File: config.mk
export PLATFORM = sky130hd
export DESIGN_NAME = seq_magcomp_serial_flat
export DESIGN_NICKNAME = d
export VERILOG_FILES = /design/src/rtl/magcomp_pkg.sv /design/src/rtl/seq_magcomp_serial_if.sv /design/src/rtl/magcomp_slice2.sv /design/src/rtl/seq_magcomp_serial.sv /design/src/flat_wrapper.sv
export SDC_FILE = /design/constraint.sdc
export NUM_CORES = 1
export LEC_CHECK = 0
export CORE_UTILIZATION = 53
export DETAILED_ROUTE_END_ITERATION = 16
export PLACE_DENSITY = 0.89
export SLEW_MARGIN = 20
export SYNTH_ARGS = -nofsm -noshare
export SYNTH_HDL_FRONTEND = slang
export SYNTH_SLANG_ARGS = --single-unit
File: constraint.sdc
create_clock -name clk -period 6 [get_ports clk]
set_input_delay 1.2 -clock clk [delete_from_list [all_inputs] [get_ports clk]]
set_output_delay 1.2 -clock clk [all_outputs]
set_load 0.05 [all_outputs]
File: src/rtl/magcomp_pkg.sv
// Shared types and constants for the serial magnitude comparator.
package magcomp_pkg;

  // Controller states: waiting for a request, or scanning slices.
  typedef enum logic {
    IDLE = 1'b0,
    CMP  = 1'b1
  } state_t;

  // Result encoding, ordered {agb, aeb, alb}.
  localparam logic [2:0] RES_GT   = 3'b100;
  localparam logic [2:0] RES_EQ   = 3'b010;
  localparam logic [2:0] RES_LT   = 3'b001;
  localparam logic [2:0] RES_NONE = 3'b000;

endpackage

File: src/rtl/seq_magcomp_serial_if.sv
// Request/result bundle of the serial magnitude comparator.
interface seq_magcomp_serial_if #(
  parameter int WIDTH = 8
);
  logic             start;
  logic [WIDTH-1:0] a;
  logic [WIDTH-1:0] b;
  logic             busy;
  logic             done;
  logic             agb;
  logic             aeb;
  logic             alb;

  // Requester side: drives operands and start, observes status and result.
  modport master (
    output start, a, b,
    input  busy, done, agb, aeb, alb
  );

  // Comparator side.
  modport slave (
    input  start, a, b,
    output busy, done, agb, aeb, alb
  );
endinterface

File: src/rtl/magcomp_slice2.sv
// Purely combinational 2-bit magnitude comparator slice.
module magcomp_slice2 (
  input  logic [1:0] i_a,
  input  logic [1:0] i_b,
  output logic       o_agb,
  output logic       o_aeb,
  output logic       o_alb
);

  assign o_agb = (i_a > i_b);
  assign o_aeb = (i_a == i_b);
  assign o_alb = (i_a < i_b);

endmodule

File: src/rtl/seq_magcomp_serial.sv
// Sequential N-bit magnitude comparator: scans the captured operands
// MSB-first one 2-bit slice per clock and stops at the first unequal slice.
module seq_magcomp_serial
  import magcomp_pkg::*;
#(
  parameter int WIDTH = 8
) (
  input  logic                  clk,
  input  logic                  rst_n,
  seq_magcomp_serial_if.slave   bus
);

  localparam int SLICES = WIDTH / 2;
  localparam int IDXW   = (SLICES > 1) ? $clog2(SLICES) : 1;

  state_t           r_state;
  state_t           w_state_nxt;
  logic [WIDTH-1:0] r_a;
  logic [WIDTH-1:0] r_b;
  logic [IDXW-1:0]  r_idx;
  logic [IDXW-1:0]  w_idx_nxt;
  logic [2:0]       r_res;
  logic [2:0]       w_res_nxt;
  logic             r_done;
  logic             w_done_nxt;
  logic             w_load;
  logic [1:0]       w_a_sl;
  logic [1:0]       w_b_sl;
  logic             w_agb;
  logic             w_aeb;
  logic             w_alb;

  // Only the slice under the index reaches the single comparator slice.
  assign w_a_sl = r_a[{r_idx, 1'b0} +: 2];
  assign w_b_sl = r_b[{r_idx, 1'b0} +: 2];

  magcomp_slice2 u_slice (
    .i_a   (w_a_sl),
    .i_b   (w_b_sl),
    .o_agb (w_agb),
    .o_aeb (w_aeb),
    .o_alb (w_alb)
  );

  // Next-state, index, result and done-pulse decisions.
  always_comb begin
    w_state_nxt = r_state;
    w_idx_nxt   = r_idx;
    w_res_nxt   = r_res;
    w_done_nxt  = 1'b0;
    w_load      = 1'b0;
    case (r_state)
      IDLE: begin
        if (bus.start) begin
          w_load      = 1'b1;
          w_idx_nxt   = IDXW'(SLICES - 1);
          w_state_nxt = CMP;
        end else begin
          w_state_nxt = IDLE;
        end
      end
      CMP: begin
        if (w_agb) begin
          w_res_nxt   = RES_GT;
          w_done_nxt  = 1'b1;
          w_state_nxt = IDLE;
        end else if (w_alb) begin
          w_res_nxt   = RES_LT;
          w_done_nxt  = 1'b1;
          w_state_nxt = IDLE;
        end else if (r_idx == IDXW'(0)) begin
          // Every slice matched down to the LSB pair.
          w_res_nxt   = RES_EQ;
          w_done_nxt  = 1'b1;
          w_state_nxt = IDLE;
        end else begin
          w_idx_nxt   = r_idx - IDXW'(1);
          w_state_nxt = CMP;
        end
      end
      default: begin
        w_state_nxt = IDLE;
      end
    endcase
  end

  // Control and result registers; reset discards any compare in flight.
  always_ff @(posedge clk or negedge rst_n) begin
    if (!rst_n) begin
      r_state <= IDLE;
      r_idx   <= '0;
      r_res   <= RES_NONE;
      r_done  <= 1'b0;
    end else begin
      r_state <= w_state_nxt;
      r_idx   <= w_idx_nxt;
      r_res   <= w_res_nxt;
      r_done  <= w_done_nxt;
    end
  end

  // Operand capture on an accepted start; later bus changes are ignored.
  always_ff @(posedge clk or negedge rst_n) begin
    if (!rst_n) begin
      r_a <= '0;
      r_b <= '0;
    end else if (w_load) begin
      r_a <= bus.a;
      r_b <= bus.b;
    end
  end

  assign bus.busy = (r_state == CMP);
  assign bus.done = r_done;
  assign bus.agb  = r_res[2];
  assign bus.aeb  = r_res[1];
  assign bus.alb  = r_res[0];

endmodule

File: src/flat_wrapper.sv
// flat-port wrapper written by rule: the top's interface ports become plain ports
module seq_magcomp_serial_flat import magcomp_pkg::*;
#(
  parameter int WIDTH = 8
)
  (clk, rst_n, bus_start, bus_a, bus_b, bus_busy, bus_done, bus_agb, bus_aeb, bus_alb);
  seq_magcomp_serial_if #(.WIDTH(WIDTH)) bus_i ();
  input  logic clk;
  input  logic rst_n;
  input wire logic [$bits(bus_i.start)-1:0] bus_start;
  input wire logic [$bits(bus_i.a)-1:0] bus_a;
  input wire logic [$bits(bus_i.b)-1:0] bus_b;
  output wire logic [$bits(bus_i.busy)-1:0] bus_busy;
  output wire logic [$bits(bus_i.done)-1:0] bus_done;
  output wire logic [$bits(bus_i.agb)-1:0] bus_agb;
  output wire logic [$bits(bus_i.aeb)-1:0] bus_aeb;
  output wire logic [$bits(bus_i.alb)-1:0] bus_alb;
  assign bus_i.start = bus_start;
  assign bus_i.a = bus_a;
  assign bus_i.b = bus_b;
  assign bus_busy = bus_i.busy;
  assign bus_done = bus_i.done;
  assign bus_agb = bus_i.agb;
  assign bus_aeb = bus_i.aeb;
  assign bus_alb = bus_i.alb;
  seq_magcomp_serial #(.WIDTH(WIDTH)) u_core (.clk(clk), .rst_n(rst_n), .bus(bus_i));
endmodule
Word level (Yosys, flattened, before mapping):

Cells that the tools add are included.

* reduce and logical (&&, ||, !) cells: 4
* shift-type cells: 2
* $mul: 0
* bitwise logic cells: 1
* mux-type cells: 18
* $lt $le $gt $ge: 2
* add/subtract/negate cells: 1
* div/mod/pow operators: 0
* eq/ne operators: 4

Operator list (count)
* $shiftx 8x4->2: 2
* $mux 1: 9
* $mux 3: 3
* $mux 2: 4
* $ne 2x2->1 const B: 4
* $pmux 2 s2: 1
* $reduce_and 4->1: 1
* $reduce_bool 3->1: 1
* $gt 2x2->1: 1
* $logic_not 2->1: 1
* $lt 2x2->1: 1
* $pmux 1 s2: 1
* $reduce_and 2->1: 1
* $sub 2x1->2 const B: 1
* $not 1->1: 1

* bits in read-only memories: 0
* bits in writable memories: 0
* memories kept: 0
* register bits: 23
* logic and storage cells: 38
* bits in latches: 0
* output and inout bits: 5

Longest topological paths before layout:

* depth in word-level cells: 5
* depth in mapped cells: 7
* depth with buffers taken out: 6

Hierarchy:

From an unflattened synthesis, not the netlist that was laid out.

* cells, all modules: 76
* area, all modules: 1114.8 µm²

By module, submodules not included
* seq_magcomp_serial: area each 1052.3 µm², instances 1, cells each 67
* magcomp_slice2: area each 62.6 µm², instances 1, cells each 9

Least setup slack after synthesis:

Ideal clock, no wire load.

* path kind: input -> register
* from: input port bus_start
* to: register u_core.r_a[4]
* path slack: 4.003 ns
* data arrival time: 1.872 ns
* library setup time: 0.125 ns
* stages: 4
* cell sequence: nor2b_4 > buf_8 > buf_12 > mux2_4

* cells in the longest elaborated chain, start to end: 2

Ends and longest elaborated chain
* from (decl): line flat_wrapper.sv:10 `input wire logic [$bits(bus_i.start)-1:0] bus_start;`
* $mux 1: line seq_magcomp_serial.sv:54 `if (bus.start) begin`
* $mux 1: line seq_magcomp_serial.sv:52 `case (r_state)`
* to (signal assigned): line seq_magcomp_serial.sv:108 `r_a <= bus.a;`
* to (decl): line seq_magcomp_serial.sv:18 `logic [WIDTH-1:0] r_a;`

Every way passes these cells.
A chain may end at the register's enable or synchronous reset.

Worst setup path in the final report:

* from: register u_core.r_state, in the netlist u_core.bus.busy
* to: output port bus_busy

RTL lines
* from (decl): line seq_magcomp_serial.sv:16 `state_t r_state;`
* from (signal assigned): line seq_magcomp_serial.sv:95 `r_state <= w_state_nxt;`
* to (decl): line flat_wrapper.sv:13 `output wire logic [$bits(bus_i.busy)-1:0] bus_busy;`

No word-level cell between the ends.

==> flow_summary.yaml <==
setup_path:
  cp.required_ns: 4.80
  crit_arrival_ns: 1.76
  r2r-end: "u_core.r_idx[0]"
  worst_setup_path_start_kind: "register"
  crit_fanout: 10
  rr_startpoint: "u_core.r_idx[0]"
  r2r_slack_ns: 3.91
  reg2regPathDepth: 5
  crit_family: "buffers and inverters"
  path_buf_inv: 1
  crit_path_end_kind: "primary output"
  path_class: "register to primary output"
  cp_cell_sequence: "clkdlybuf4s50_1"
  cp_slowest_stage_delay_ns: 0.88
  cp_slowest_cell: "clkdlybuf4s50_1"
yosys:
  synth_fa_ha_area_frac: 0.0338
  synth_top_family_by_area: "multiplexers"
  synth_edf_count: 0
  synth_area_mm2: 0.00111
  syn_area_per_cell_um2: 15.0
  ys_warn_count: 0
  synth_top_area_cell: "dfrtp_1"
  synth.distinct_cells: 23
  synth_seq_cells: 23
  ys.flop_type: "dfrtp_1"
  synth_xor_area_frac: 0
  synth.mux.area_fraction: 0.285
  synth_top_area_frac: 0.518
  synth_nets: 96
  synthSimpleGateAreaFrac: 0.0360
  ys_seq_area_frac: 0.518
  synth_compound_area_frac: 0.0608
  synthCells: 74
  yosys-top-cells-area: "dfrtp_1 (52%), mux2_4 (9.5%), mux2_2 (9.1%), mux4_2 (8.1%), ha_1 (3.4%)"
  synthArstFlopShare: 1.00
placed_design:
  port_buffers: 23
  gp_congestion: 0.788
  dpl.hpwl_um: 1400
sta:
  worst_pin_slew_ns: 0.571
  slew_headroom: 0.618
  finClkSkew_ns: 0.00131
  setup-tns-final_ns: 0
  fin_crit_ns: 2.96
  min_period_over_period: 0.493
  holdWs_ns: 0.523
  slew_viol_final: 0
  hold_viol: 0
  setup_viol: 0
  fmax_mhz: 338
  rsz0062_at_grt: "no"
clock_tree:
  post_cts_resized: 0
  numClockSinks: 23
  clock_latency_ns: 0.31
  holdBufCountCts: 0
  cts_setup_buffers: 0
  cts_buffer_depth: 2
  cts_tree: "done"
  cts_root_buf: "clkbuf_4"
  clk_pin_slew_ns: 0.12
  cts_buffers: 3
  cts.htree.levels: 1
die:
  coreArea_mm2: 0.00196
  num_io_pins: 24
  initial_core_util: 0.566
  dieWidth_um: 47.8
  die_area_mm2: 0.00228
  die_y_um: 47.8
  rows: 16
pwr:
  leakagePower_nw: 0.613
  peakVddDrop_mv: 0.264
  power_density_mw_per_mm2: 532
min_path:
  min_to: "u_core.r_b[7]"
  min_path_type: "register to register"
  holdPathStages: 1
  hp-start: "u_core.r_b[7]"
final_layout:
  nFillCells: 152
  regArea_um2: 576
  multi_input_area_um2: 462
  synthToLayoutAreaGrowth_pct: 21.1
  layout_commonest_cell: "dfrtp_1"
  antenna_cells: 0
  drive_gt1_frac: 0.258
  final_nets: 120
  layout_common_cells: "dfrtp_1 (23), clkdlybuf4s50_1 (22), mux2_2 (9)"
routing:
  drt_wl_total_um: 1840
  drc_errors: 0
  via_count: 661
  ant_nets: 0
  vias_per_cell: 5.33
  routedWlPerCell_um: 14.8
  drtPass1Iterations: 4
  drtIter0Drc: 12
status:
  outcome: "finished, final reports clean"
global_route:
  grt_pass1_vias: 666
  grt_max_degree: 24
  gr-max-usage-layer: "met2"
  antenna_found_initial: 0
  overflow: 0
  use_met1: 0.202
  grtUsageMet2: 0.314
  grt_pass1_wl_um: 2760
  grtUsageMet3: 0.0340
  track_usage: 0.183
flow_run:
  maxCapViolCount: 0
-- synth_stat cells (2+ instances only) --
master and count:
ha_1 3, mux2_2 9, mux4_2 4, mux2i_1 2, inv_1 6, dfrtp_1 23, a21oi_1 3, o211ai_1 2
nor2_1 2, mux2_4 7
-- flip-flops by register name (all words and copies together) (netlist names) --
signal,count
u_core.bus.done,1
u_core.r_idx,2
u_core.r_res,3
u_core.r_a,8
u_core.r_b,8
u_core.bus.busy,1
-- power breakdown --
part,switching (W),internal (W)
clock network,0.0000463,0.0000260
registers,0.0000546,0.000225
logic,0.000170,0.000194
total,0.000271,0.000445
-- how the worst max path moves through the flow --
| stage | from | to | slack (ns) | depth (start not counted) |
|---|---|---|---|---|
| after floorplan | bus_start | u_core.r_a[4] | 4.00 | 4 |
| after global placement | bus_start | u_core.r_a[0] | 3.32 | 3 |
| after detailed placement | bus_start | u_core.r_b[6] | 3.30 | 3 |
| after CTS | u_core.bus.busy | bus_busy | 3.02 | 1 |
| after global routing | u_core.bus.busy | bus_busy | 2.97 | 1 |
| final | u_core.bus.busy | bus_busy | 3.04 | 1 |
-- cell families after synthesis --
| group | count (synthesis) |
|---|---|
| AO/OA/AOI/OAI | 10 |
| adder cells (fa/ha/maj) | 3 |
| buffers and inverters | 10 |
| flip-flops | 23 |
| multiplexers | 22 |
| AND/OR/NAND/NOR | 6 |
-- through the flow --
stage / area, um^2 / utilization / cells / setup slack [ns] / total power, W
after global placement: 1320 / 0.675 / 120 / 3.32 / 0.000630
after CTS: 1350 / 0.688 / 124 / 3.02 / 0.000723
after detailed placement: 1320 / 0.675 / 120 / 3.30 / 0.000650
after floorplan: 1110 / - / 74 / 4.00 / 0.000576
final: 1350 / 0.686 / 124 / 3.04 / 0.000716
after global routing: 1350 / 0.686 / 124 / 2.97 / 0.000766
-- final cells by class --
type	instances	area share
inverter	6	0.0167
tap	27	0.0251
multi-input combinational	41	0.343
timing repair buffer	23	0.167
sequential	23	0.428
clock buffer	4	0.0195
-- layer usage --
| metal | share of wire | vias to the layer above |
|---|---|---|
| met1 | 0.43 | 330 |
| met2 | 0.51 | 18 |
| met5 | 0 | - |
| met4 | 0.021 | 0 |
| met3 | 0.030 | 4 |
| li1 | - | 309 |
Note: power is estimated with default switching activity, not from simulation.
